## src/rtl/pid_pkg.sv

```systemverilog
// pid_pkg: shared defaults and signed saturation helper for the balance PID.
package pid_pkg;
  localparam int PTCH_W_DEF   = 16;
  localparam int ERR_W_DEF    = 10;
  localparam int INT_W_DEF    = 18;
  localparam int OUT_W_DEF    = 12;
  localparam int P_COEFF_DEF  = 9;
  localparam int I_SHIFT_DEF  = 6;
  localparam int D_SHIFT_DEF  = 6;
  localparam int SS_W_DEF     = 27;
  localparam int SS_OUT_W_DEF = 8;
  localparam int SS_SCALE_DEF = 0;
  // Clamp a sign-extended value to the signed range of w bits; callers slice the result.
  function automatic logic signed [63:0] sat(input logic signed [63:0] v, input int w);
    logic signed [63:0] hi, lo;
    hi = (64'sd1 <<< (w - 1)) - 64'sd1;
    lo = -hi - 64'sd1;
    return v > hi ? hi : v < lo ? lo : v;
  endfunction
endpackage

```

## src/rtl/pid_ctrl_gen_if.sv

```systemverilog
// pid_ctrl_gen_if: inertial-sample inputs and control/status outputs of the balance PID.
interface pid_ctrl_gen_if #(
  parameter int PTCH_W   = 16,
  parameter int OUT_W    = 12,
  parameter int SS_OUT_W = 8
);
  logic                       vld;
  logic                       pwr_up;
  logic                       rider_off;
  logic signed [PTCH_W-1:0]   ptch;
  logic signed [PTCH_W-1:0]   ptch_rt;
  logic        [SS_OUT_W-1:0] ss_tmr;
  logic signed [OUT_W-1:0]    PID_cntrl;
  logic                       out_vld;
  logic                       int_sat;
  modport master (
    output vld, pwr_up, rider_off, ptch, ptch_rt,
    input  ss_tmr, PID_cntrl, out_vld, int_sat
  );
  modport slave (
    input  vld, pwr_up, rider_off, ptch, ptch_rt,
    output ss_tmr, PID_cntrl, out_vld, int_sat
  );
endinterface

```

## src/rtl/soft_start_tmr.sv

```systemverilog
// soft_start_tmr: saturating ramp counter, cleared while pwr_up is low.
module soft_start_tmr #(
  parameter int SS_W     = 27,
  parameter int SS_OUT_W = 8
) (
  input  logic                clk,
  input  logic                rst_n,
  input  logic                pwr_up_i,
  output logic [SS_OUT_W-1:0] ss_tmr_o
);
  logic [SS_W-1:0] cnt_q, cnt_d;
  always_comb cnt_d = !pwr_up_i ? '0 : &cnt_q[SS_W-1 -: SS_OUT_W] ? cnt_q : cnt_q + 1'b1;
  always_ff @(posedge clk or negedge rst_n)
    if (!rst_n) cnt_q <= '0;
    else cnt_q <= cnt_d;
  assign ss_tmr_o = cnt_q[SS_W-1 -: SS_OUT_W];
endmodule

```

## src/rtl/pid_ctrl_gen.sv

```systemverilog
// pid_ctrl_gen: two-stage pipelined balance PID with clamping integrator and optional soft-start scaling.
module pid_ctrl_gen
  import pid_pkg::*;
#(
  parameter int PTCH_W   = PTCH_W_DEF,
  parameter int ERR_W    = ERR_W_DEF,
  parameter int INT_W    = INT_W_DEF,
  parameter int OUT_W    = OUT_W_DEF,
  parameter int P_COEFF  = P_COEFF_DEF,
  parameter int I_SHIFT  = I_SHIFT_DEF,
  parameter int D_SHIFT  = D_SHIFT_DEF,
  parameter int SS_W     = SS_W_DEF,
  parameter int SS_OUT_W = SS_OUT_W_DEF,
  parameter int SS_SCALE = SS_SCALE_DEF
) (
  input logic           clk,
  input logic           rst_n,
  pid_ctrl_gen_if.slave bus
);
  localparam int PW = ERR_W + 6;
  localparam int DW = PTCH_W - D_SHIFT + 1;
  localparam int IW = INT_W - I_SHIFT;
  localparam int MW = PW > DW ? (PW > IW ? PW : IW) : (DW > IW ? DW : IW);
  localparam int SW = MW + 2;
  localparam logic signed [INT_W-1:0] IMAX = {1'b0, {(INT_W-1){1'b1}}};
  localparam logic signed [INT_W-1:0] IMIN = {1'b1, {(INT_W-1){1'b0}}};
  logic signed [ERR_W-1:0] err_sat;
  logic signed [PW-1:0]    p_d, p_q;
  logic signed [DW-1:0]    d_d, d_q;
  logic signed [IW-1:0]    i_d, i_q;
  logic signed [INT_W-1:0] integ_d, integ_q;
  logic signed [SW-1:0]    sum;
  logic signed [OUT_W-1:0] sat_out, pid_d, pid_q;
  logic [SS_OUT_W-1:0]     ss;
  logic                    sat_d, sat_q, v1_q, ov_q;
  soft_start_tmr #(.SS_W(SS_W), .SS_OUT_W(SS_OUT_W)) u_ss (
    .clk      (clk),
    .rst_n    (rst_n),
    .pwr_up_i (bus.pwr_up),
    .ss_tmr_o (ss)
  );
  // I term is taken from the post-update integrator so rider_off zeroes it for the same sample.
  always_comb begin
    err_sat = ERR_W'(sat(64'(bus.ptch), ERR_W));
    p_d     = PW'(err_sat) * PW'(P_COEFF);
    d_d     = -(DW'(bus.ptch_rt >>> D_SHIFT));
    integ_d = bus.rider_off ? '0 :
              bus.vld ? INT_W'(sat(64'(integ_q) + 64'(err_sat), INT_W)) : integ_q;
    sat_d   = integ_d == IMAX || integ_d == IMIN;
    i_d     = IW'(integ_d >>> I_SHIFT);
    sum     = SW'(p_q) + SW'(i_q) + SW'(d_q);
    sat_out = OUT_W'(sat(64'(sum), OUT_W));
  end
  if (SS_SCALE != 0) begin : g_scale
    localparam int MUL_W = OUT_W + SS_OUT_W + 1;
    logic signed [MUL_W-1:0] prod;
    assign prod  = MUL_W'(sat_out) * MUL_W'($signed({1'b0, ss}));
    assign pid_d = OUT_W'(prod >>> SS_OUT_W);
  end else begin : g_raw
    assign pid_d = sat_out;
  end
  always_ff @(posedge clk or negedge rst_n)
    if (!rst_n) begin
      p_q     <= '0;
      d_q     <= '0;
      i_q     <= '0;
      integ_q <= '0;
      sat_q   <= 1'b0;
      v1_q    <= 1'b0;
      ov_q    <= 1'b0;
      pid_q   <= '0;
    end else begin
      integ_q <= integ_d;
      sat_q   <= sat_d;
      v1_q    <= bus.vld;
      ov_q    <= v1_q;
      if (bus.vld) begin
        p_q <= p_d;
        d_q <= d_d;
        i_q <= i_d;
      end
      if (v1_q) pid_q <= pid_d;
    end
  assign bus.PID_cntrl = pid_q;
  assign bus.out_vld   = ov_q;
  assign bus.int_sat   = sat_q;
  assign bus.ss_tmr    = ss;
endmodule

```

## src/flat_wrapper.sv

```systemverilog
// flat-port wrapper written by rule: the top's interface ports become plain ports
module pid_ctrl_gen_flat import pid_pkg::*;
#(
  parameter int PTCH_W   = PTCH_W_DEF,
  parameter int ERR_W    = ERR_W_DEF,
  parameter int INT_W    = INT_W_DEF,
  parameter int OUT_W    = OUT_W_DEF,
  parameter int P_COEFF  = P_COEFF_DEF,
  parameter int I_SHIFT  = I_SHIFT_DEF,
  parameter int D_SHIFT  = D_SHIFT_DEF,
  parameter int SS_W     = SS_W_DEF,
  parameter int SS_OUT_W = SS_OUT_W_DEF,
  parameter int SS_SCALE = SS_SCALE_DEF
)
  (clk, rst_n, bus_vld, bus_pwr_up, bus_rider_off, bus_ptch, bus_ptch_rt, bus_ss_tmr, bus_PID_cntrl, bus_out_vld, bus_int_sat);
  pid_ctrl_gen_if #(.PTCH_W(PTCH_W), .OUT_W(OUT_W), .SS_OUT_W(SS_OUT_W)) bus_i ();
  input logic clk;
  input logic rst_n;
  input wire logic [$bits(bus_i.vld)-1:0] bus_vld;
  input wire logic [$bits(bus_i.pwr_up)-1:0] bus_pwr_up;
  input wire logic [$bits(bus_i.rider_off)-1:0] bus_rider_off;
  input wire logic [$bits(bus_i.ptch)-1:0] bus_ptch;
  input wire logic [$bits(bus_i.ptch_rt)-1:0] bus_ptch_rt;
  output wire logic [$bits(bus_i.ss_tmr)-1:0] bus_ss_tmr;
  output wire logic [$bits(bus_i.PID_cntrl)-1:0] bus_PID_cntrl;
  output wire logic [$bits(bus_i.out_vld)-1:0] bus_out_vld;
  output wire logic [$bits(bus_i.int_sat)-1:0] bus_int_sat;
  assign bus_i.vld = bus_vld;
  assign bus_i.pwr_up = bus_pwr_up;
  assign bus_i.rider_off = bus_rider_off;
  assign bus_i.ptch = bus_ptch;
  assign bus_i.ptch_rt = bus_ptch_rt;
  assign bus_ss_tmr = bus_i.ss_tmr;
  assign bus_PID_cntrl = bus_i.PID_cntrl;
  assign bus_out_vld = bus_i.out_vld;
  assign bus_int_sat = bus_i.int_sat;
  pid_ctrl_gen #(.PTCH_W(PTCH_W), .ERR_W(ERR_W), .INT_W(INT_W), .OUT_W(OUT_W), .P_COEFF(P_COEFF), .I_SHIFT(I_SHIFT), .D_SHIFT(D_SHIFT), .SS_W(SS_W), .SS_OUT_W(SS_OUT_W), .SS_SCALE(SS_SCALE)) u_core (.clk(clk), .rst_n(rst_n), .bus(bus_i));
endmodule
```

## config.mk

```make
export PLATFORM = sky130hd
export DESIGN_NAME = pid_ctrl_gen_flat
export DESIGN_NICKNAME = d
export VERILOG_FILES = /design/src/rtl/pid_pkg.sv /design/src/rtl/pid_ctrl_gen_if.sv /design/src/rtl/soft_start_tmr.sv /design/src/rtl/pid_ctrl_gen.sv /design/src/flat_wrapper.sv
export SDC_FILE = /design/constraint.sdc
export NUM_CORES = 1
export LEC_CHECK = 0
export ABC_AREA = 1
export BUFFER_PORTS_ARGS = -buffer_cell sky130_fd_sc_hd__buf_2
export CORE_MARGIN = 2
export CORE_UTILIZATION = 30
export DETAILED_ROUTE_END_ITERATION = 12
export PLACE_DENSITY_LB_ADDON = 0.1
export SYNTH_ARGS = -nofsm -noshare
export SYNTH_HDL_FRONTEND = slang
export SYNTH_SLANG_ARGS = --single-unit
```

## constraint.sdc

```tcl
create_clock -name clk -period 4.9 [get_ports clk]
set_input_delay 0.245 -clock clk [delete_from_list [all_inputs] [get_ports clk]]
set_output_delay 0.245 -clock clk [all_outputs]
set_load 0.03 [all_outputs]
```

==> metrics.txt, run 1 <==
synthesis-to-layout area growth 11.9%; clock sinks around 100; Final Critical Period 3.97 ns; n_diodes 0; top post-synthesis cells by area dfrtp_1 34%, nand2_1 14%, ha_1 9.0%; clock latency on the worst-skew pair ~0.36 ns; unique cell type count in the Yosys netlist 48; initial antenna violation count 0; CP required 5.19 ns; WHS -0.0241 ns; 1st-iter DRT viols around 330; CTS clk-pin slew, worst paths 0.08 ns; Resize count post-CTS 0; fin cells 1,345; crit start category input pin; GR Util All Layers 15.1%; first-pass GRT wire length between 30 and 40 mm; worst setup path start bus_ptch[12]; die width 159 um; GPL Wtd Cong about 0.8; post-route setup slack 0.932 ns; Site Rows 56; Fmax 252 MHz; CTS tree yes; Worst Path Arrival about 4.3 ns; final slew viol count 0; post-synthesis sequential area ratio about a third; die area ~25,000 um^2; Worst Setup End Kind register; static leakage around 0.0041 uW; Yosys warning total 0; Yosys top cell by area dfrtp_1; outcome finished, violations left; clock skew 0.0124 ns; failing checks hold timing; final-stage net count approximately 1,100; register bit total from synthesis between 90 and 100; post-synthesis async set-or-reset flop share 100%; Hold Crit Class in -> async; CTS Hold Buffers Added 0; via count 6,066; cts bufs inserted 9; placed cell count roughly 1,300; vias per inst 4.51; fin area 8090 um^2; Max-Cap Viols 0; fin crit share 81.0%; first-pass iteration count of the detailed router 4; worst-path maximum fanout 16; synthesized instance count about 980; CTS max path bufs 2; post-CTS setup buffers 0; top cells by count, synth 265 x nand2_1, 117 x inv_1, 106 x nor2_1, 98 x dfrtp_1, 71 x a21oi_1; Final setup viols 0; top-area cell type share of the netlist area 33.9%; post-place setup slack 0.570 ns; placed inst area 7770 um^2; WL/cell about 14 um; PwrDens ~400 nW/um^2; PortBufs 52; largest net degree at the start of global routing 65; height of the die 159 um; fill count about 2,600; WS Path Type in -> reg; WL final 18.5 mm; Placeable Area 23,500 um^2; Final ANT Viol Nets 0; syn avg cell area ~7.4 um^2; syn_nets 1,088; vias in the first global route 5,902; CTS H-tree depth 3; starting density of the core between 30% and 40%; Rel. slew slack 41.7%; Cell Area, Synth slightly above 7000 um^2; Post-synth EDFFs 0; launch point of the worst reg-to-reg path u_core.i_q[1]; proportion of layout cells with a drive suffix above 1 between 10% and 20%; RSZ-0062 raised after global routing no; Worst Max-Slew Pin Slew 0.874 ns; ys flop type dfrtp_1; Overflow after GRT 0; DRC violation count after routing 0; Root Driver clkbuf_16; top-level I/O count 59; most used standard cell by instance count after synthesis nand2_1; maximum vdd drop around 0.00018 V; DP HPWL 14.5 mm; Final Hold Viols 5; setup TNS 0 ns
## layout make-up
type	count	area (um^2)	area share, %
tap	319	399	4.93
timing repair buffer	55	285	3.52
sequential	98	2450	30.3
clock inverter	6	95.1	1.17
inverter	120	450	5.57
clock buffer	10	229	2.83
multi-input combinational	737	4180	51.7
## registers in the layout (all words and copies together) (netlist names)
name,count
u_core.u_ss.cnt_q,27
u_core.integ_q,18
u_core.p_q,15
u_core.bus.PID_cntrl,12
u_core.i_q,12
u_core.d_q,11
u_core.bus.int_sat,1
u_core.bus.out_vld,1
u_core.v1_q,1
## worst max-delay path, cell delays in order
cell and delay [ns]:
buf_2 0.10, or4_1 0.52, o31ai_2 0.52, a21oi_1 0.29, ha_1 0.43, nand2_2 0.14
inv_1 0.04, a21oi_1 0.20, nand2_1 0.10, nand2_1 0.10, nand3_1 0.09, nand2_1 0.09
nand2_2 0.09, a21oi_4 0.43, nand2_1 0.12, nand2_2 0.11, nand2_1 0.05, nor2_1 0.18
nand2_1 0.07, nor2_1 0.17, nand2_1 0.07, nand2_1 0.07
## metrics by stage
stage          hold WS, ns  utilization (%)  total power [uW]
2_1_floorplan      -0.0506                -              2030
3_3_place_gp         0.424             33.0              2380
6_report           -0.0241             34.4              3150
4_1_cts             0.0173             34.4              3210
3_5_place_dp         0.419             33.0              2380
5_1_grt             0.0530             34.4              3430
## report_power, final
group          switching, uW  total, uW  leakage, uW  internal (uW)
combinational            853       1340      0.00274            484
clock                    348        804     0.000158            456
sequential              89.6       1010      0.00125            921
total                   1290       3150      0.00415           1860
## worst paths after layout
path | endpoint | slack [ns] | depth (start not counted)
setup / recovery | u_core.bus.int_sat | 0.93 | 22
hold / removal | u_core.integ_q[3] | -0.02 | 1
setup reg to reg | u_core.bus.PID_cntrl[5] | 1.51 | 16
hold reg to reg | u_core.bus.PID_cntrl[2] | 0.48 | 2
max in group asynchronous | u_core.p_q[6] | 3.90 | 2
min in group clk | u_core.d_q[9] | 0.16 | 3
## layer usage
metal	up-vias	track usage, %	routed length, um
met5	-	0	0
met4	0	3.84	208
met3	10	1.75	495
met2	65	23.7	8080
met1	2751	22.3	9770
li1	3240	-	-
## cells in the final DEF, fill, tap and decap left out, drive strengths merged, types with 13 or more instances in the layout
cell type / Yosys / layout
o21ai: 56 / 56
fa: 18 / 18
buf: 14 / 55
nand3: 47 / 47
nor2: 113 / 113
ha: 52 / 52
a21oi: 74 / 74
xor2: 22 / 22
or2: 13 / 13
dfrtp: 98 / 98
inv: 120 / 123
nor3: 15 / 15
nand2: 276 / 276
## cells by family after synthesis
family	after synthesis	synth area share (%)
xor gates and xnor gates	31	3.75
and+or+nand+nor	485	28.6
adders and majority gates	70	14.0
buffers and inverters	146	8.25
DFF	98	33.9
AOI/OAI and AO/OA	151	11.5
Power figures use the tool's default switching activity.
==> run 2, diff against run 1 <==
==> constraint.sdc (replaced) <==
create_clock -name clk -period 3.8 [get_ports clk]
set_input_delay 0.19 -clock clk [delete_from_list [all_inputs] [get_ports clk]]
set_output_delay 0.19 -clock clk [all_outputs]
set_load 0.03 [all_outputs]
==> run 2 against run 1 <==
- the flow now finishes without violations
- wire length increased by 0.54%
- critical endpoint is now u_core.bus.PID_cntrl[4]
- final area increased by 3.0%
- critical path depth decreased by 6
- die area unchanged
- count of clock-buffer cells in the layout decreased by 1
- utilization increased by 1.0 points
- sequential cell count unchanged
==> metrics.txt, run 2 (synthesis results as in run 1) <==
outcome complete, no violations; worst-path maximum fanout 8 (-8); CP max stage delay 0.48 ns (-0.04 ns); P_sw 1670 uW (+30%); vias in the first global route 6,116 (+3.6%); cts bufs inserted 9 (unchanged); fin crit share 90.1%; clock sinks 98 (unchanged); CTS H-tree depth 3 (unchanged); worst setup path start u_core.i_q[1]; Worst Path Arrival 3.67 ns (-0.59 ns); Site Rows 56 (unchanged); PwrDens 480 nW/um^2 (+23%); commonest non-fill, non-tap cells in the layout 265 x nand2_1, 116 x inv_1, 106 x nor2_1; GR Util All Layers 15.3% (+0.11 points); Internal Power 2330 uW (+25%); final slew viol count 0 (unchanged); Worst Setup End Kind register; RSZ-0062 raised after global routing no; vias per inst 4.44 (-1.5%); Fmax 292 MHz; initial antenna violation count 0 (unchanged); Final Hold Viols 0 (-5); PortBufs 52 (unchanged); WP buf/inv 0 (-2); Worst Max-Slew Pin Slew 0.920 ns (+0.0458 ns); crit start category register; 1st-iter DRT viols 274 (-16%); CTS max path bufs 2 (unchanged); die area 25,400 um^2 (unchanged); switch share 41.9% (+0.89 points); DRC violation count after routing 0 (unchanged); first-pass GRT wire length 31.2 mm (+0.71%); fin cells 1,381 (+2.7%); GPL Wtd Cong 0.820 (about the same); placed cell count 1,364 (+2.6%); Rel. slew slack 38.7% (-3.1 points); maximum vdd drop 0.000210 V (+15%); Final setup viols 0 (unchanged); height of the die 159 um (unchanged); Top reg by flops u_core.u_ss.cnt_q; CTS tree yes; Overflow after GRT 0 (unchanged); starting density of the core 30.7% (unchanged); largest net degree at the start of global routing 69 (+6.2%); post-route setup slack 0.375 ns (-0.557 ns); clock skew 0.00593 ns (-0.00645 ns); cell type of the slowest stage on the worst timing path fa_1; WL/cell 13.5 um (-2.1%); Final ANT Viol Nets 0 (unchanged); final-stage net count 1,164 (+3.2%); static leakage 0.00431 uW (+3.8%); die width 159 um (unchanged); CTS clk-pin slew, worst paths 0.08 ns (about the same); top-level I/O count 59 (unchanged); Placeable Area 23,500 um^2 (unchanged); first-pass iteration count of the detailed router 4 (unchanged); Seq pwr share 32.5% (+0.4 points); Largest delay share family, worst path adder cells; Regs by FF count u_core.u_ss.cnt_q: 27 flops, u_core.integ_q: 18 flops, u_core.p_q: 15 flops; post-place setup slack 0.0144 ns (-0.556 ns); synthesis-to-layout area growth 15.3%; WL final 18.6 mm (+0.54%); min-delay src bus_ptch_rt[15]; Max-Cap Viols 0 (unchanged); launch point of the worst reg-to-reg path u_core.i_q[1]; CP required 4.04 ns (-1.15 ns); n_diodes 0 (unchanged); Largest register FFs 27 (unchanged); setup TNS 0 ns (unchanged); proportion of layout cells with a drive suffix above 1 13.9% (+3.0 points); Root Driver clkbuf_16; leading cell type in the layout, fill and taps excluded nand2_1; WS Path Type reg -> reg; Final Critical Period 3.42 ns; Clk network pwr share 22.5% (-3.0 points); post-CTS setup buffers 0 (unchanged); Hold Crit Class in -> reg; CP most frequent cell nand2_1; via count 6,135 (+1.1%); DP HPWL 14.6 mm (+1.0%); worst path cell trace fa_1, ha_1, fa_1, nand3_1, nand2_1, a21boi_1, o21ai_0, nand2_1, nand2_1, nand2_1, nand2_1, nor2_1, nand3_1, a21oi_2, o21a_1, nor2_1; combinational power share 45.0% (+2.6 points); clock latency on the worst-skew pair 0.35 ns (about the same)
## run 2: tightest hold or removal path: cells and delay by family
family	cells	cell delay, ns
simple gates	1	0.07
buf+inv	1	0.08
compound gates	1	0.10
## run 2: routing by layer
layer | vias up | track usage (%) | routed length, um
li1 | 3321 | - | -
met1 | 2755 | 21.5 | 9600
met2 | 47 | 25.0 | 8580
met3 | 12 | 1.38 | 258
met4 | 0 | 4.38 | 219
met5 | - | 0 | 0
## run 2: power groups by stage
stage | Combinational (uW) | Clock, uW | Sequential [uW]
global route | 2070 | 977 | 1320
global placement | 1810 | 0 | 1320
floorplan | 1220 | 0 | 1400
CTS | 1830 | 942 | 1300
detailed placement | 1810 | 0 | 1320
finish | 1800 | 902 | 1300
## run 2: metrics by stage
step                      hold slack [ns]  power [uW]  util (%)  instance area [um^2]
after floorplan                    -0.106        2620         -                  7230
after global placement              0.389        3140      34.2                  8050
after detailed placement            0.382        3140      34.2                  8050
after CTS                           0.111        4070      35.4                  8330
after global routing                0.117        4370      35.4                  8340
final                               0.129        4000      35.4                  8340
## run 2: area by class of cell
class / count / area, um^2
clock buffer: 9 / 225
clock inverter: 7 / 51.3
fill: 2595 / 15200
inverter: 120 / 450
multi-input combinational: 737 / 4190
sequential: 98 / 2450
tap: 319 / 399
timing repair buffer: 91 / 571
## run 2: path summary, 6_finish.rpt
| path | to | slack (ns) | cells after the start |
|---|---|---|---|
| min reg2reg | u_core.bus.PID_cntrl[2] | 0.48 | 2 |
| min in group asynchronous | u_core.integ_q[5] | 0.51 | 2 |
| min | u_core.d_q[9] | 0.13 | 3 |
| max in group asynchronous | u_core.bus.PID_cntrl[11] | 2.48 | 3 |
| max reg2reg | u_core.bus.PID_cntrl[4] | 0.38 | 16 |
| max | u_core.bus.PID_cntrl[4] | 0.38 | 16 |
## run 2: repair_timing
| item | 4_1_cts | 5_1_grt |
|---|---|---|
| endpoints found under the setup margin | 0 | 1 |
| hold endpoints to repair | 4 | 0 |
| resized for setup | 0 | 1 |
| hold buffers | 1 | 0 |
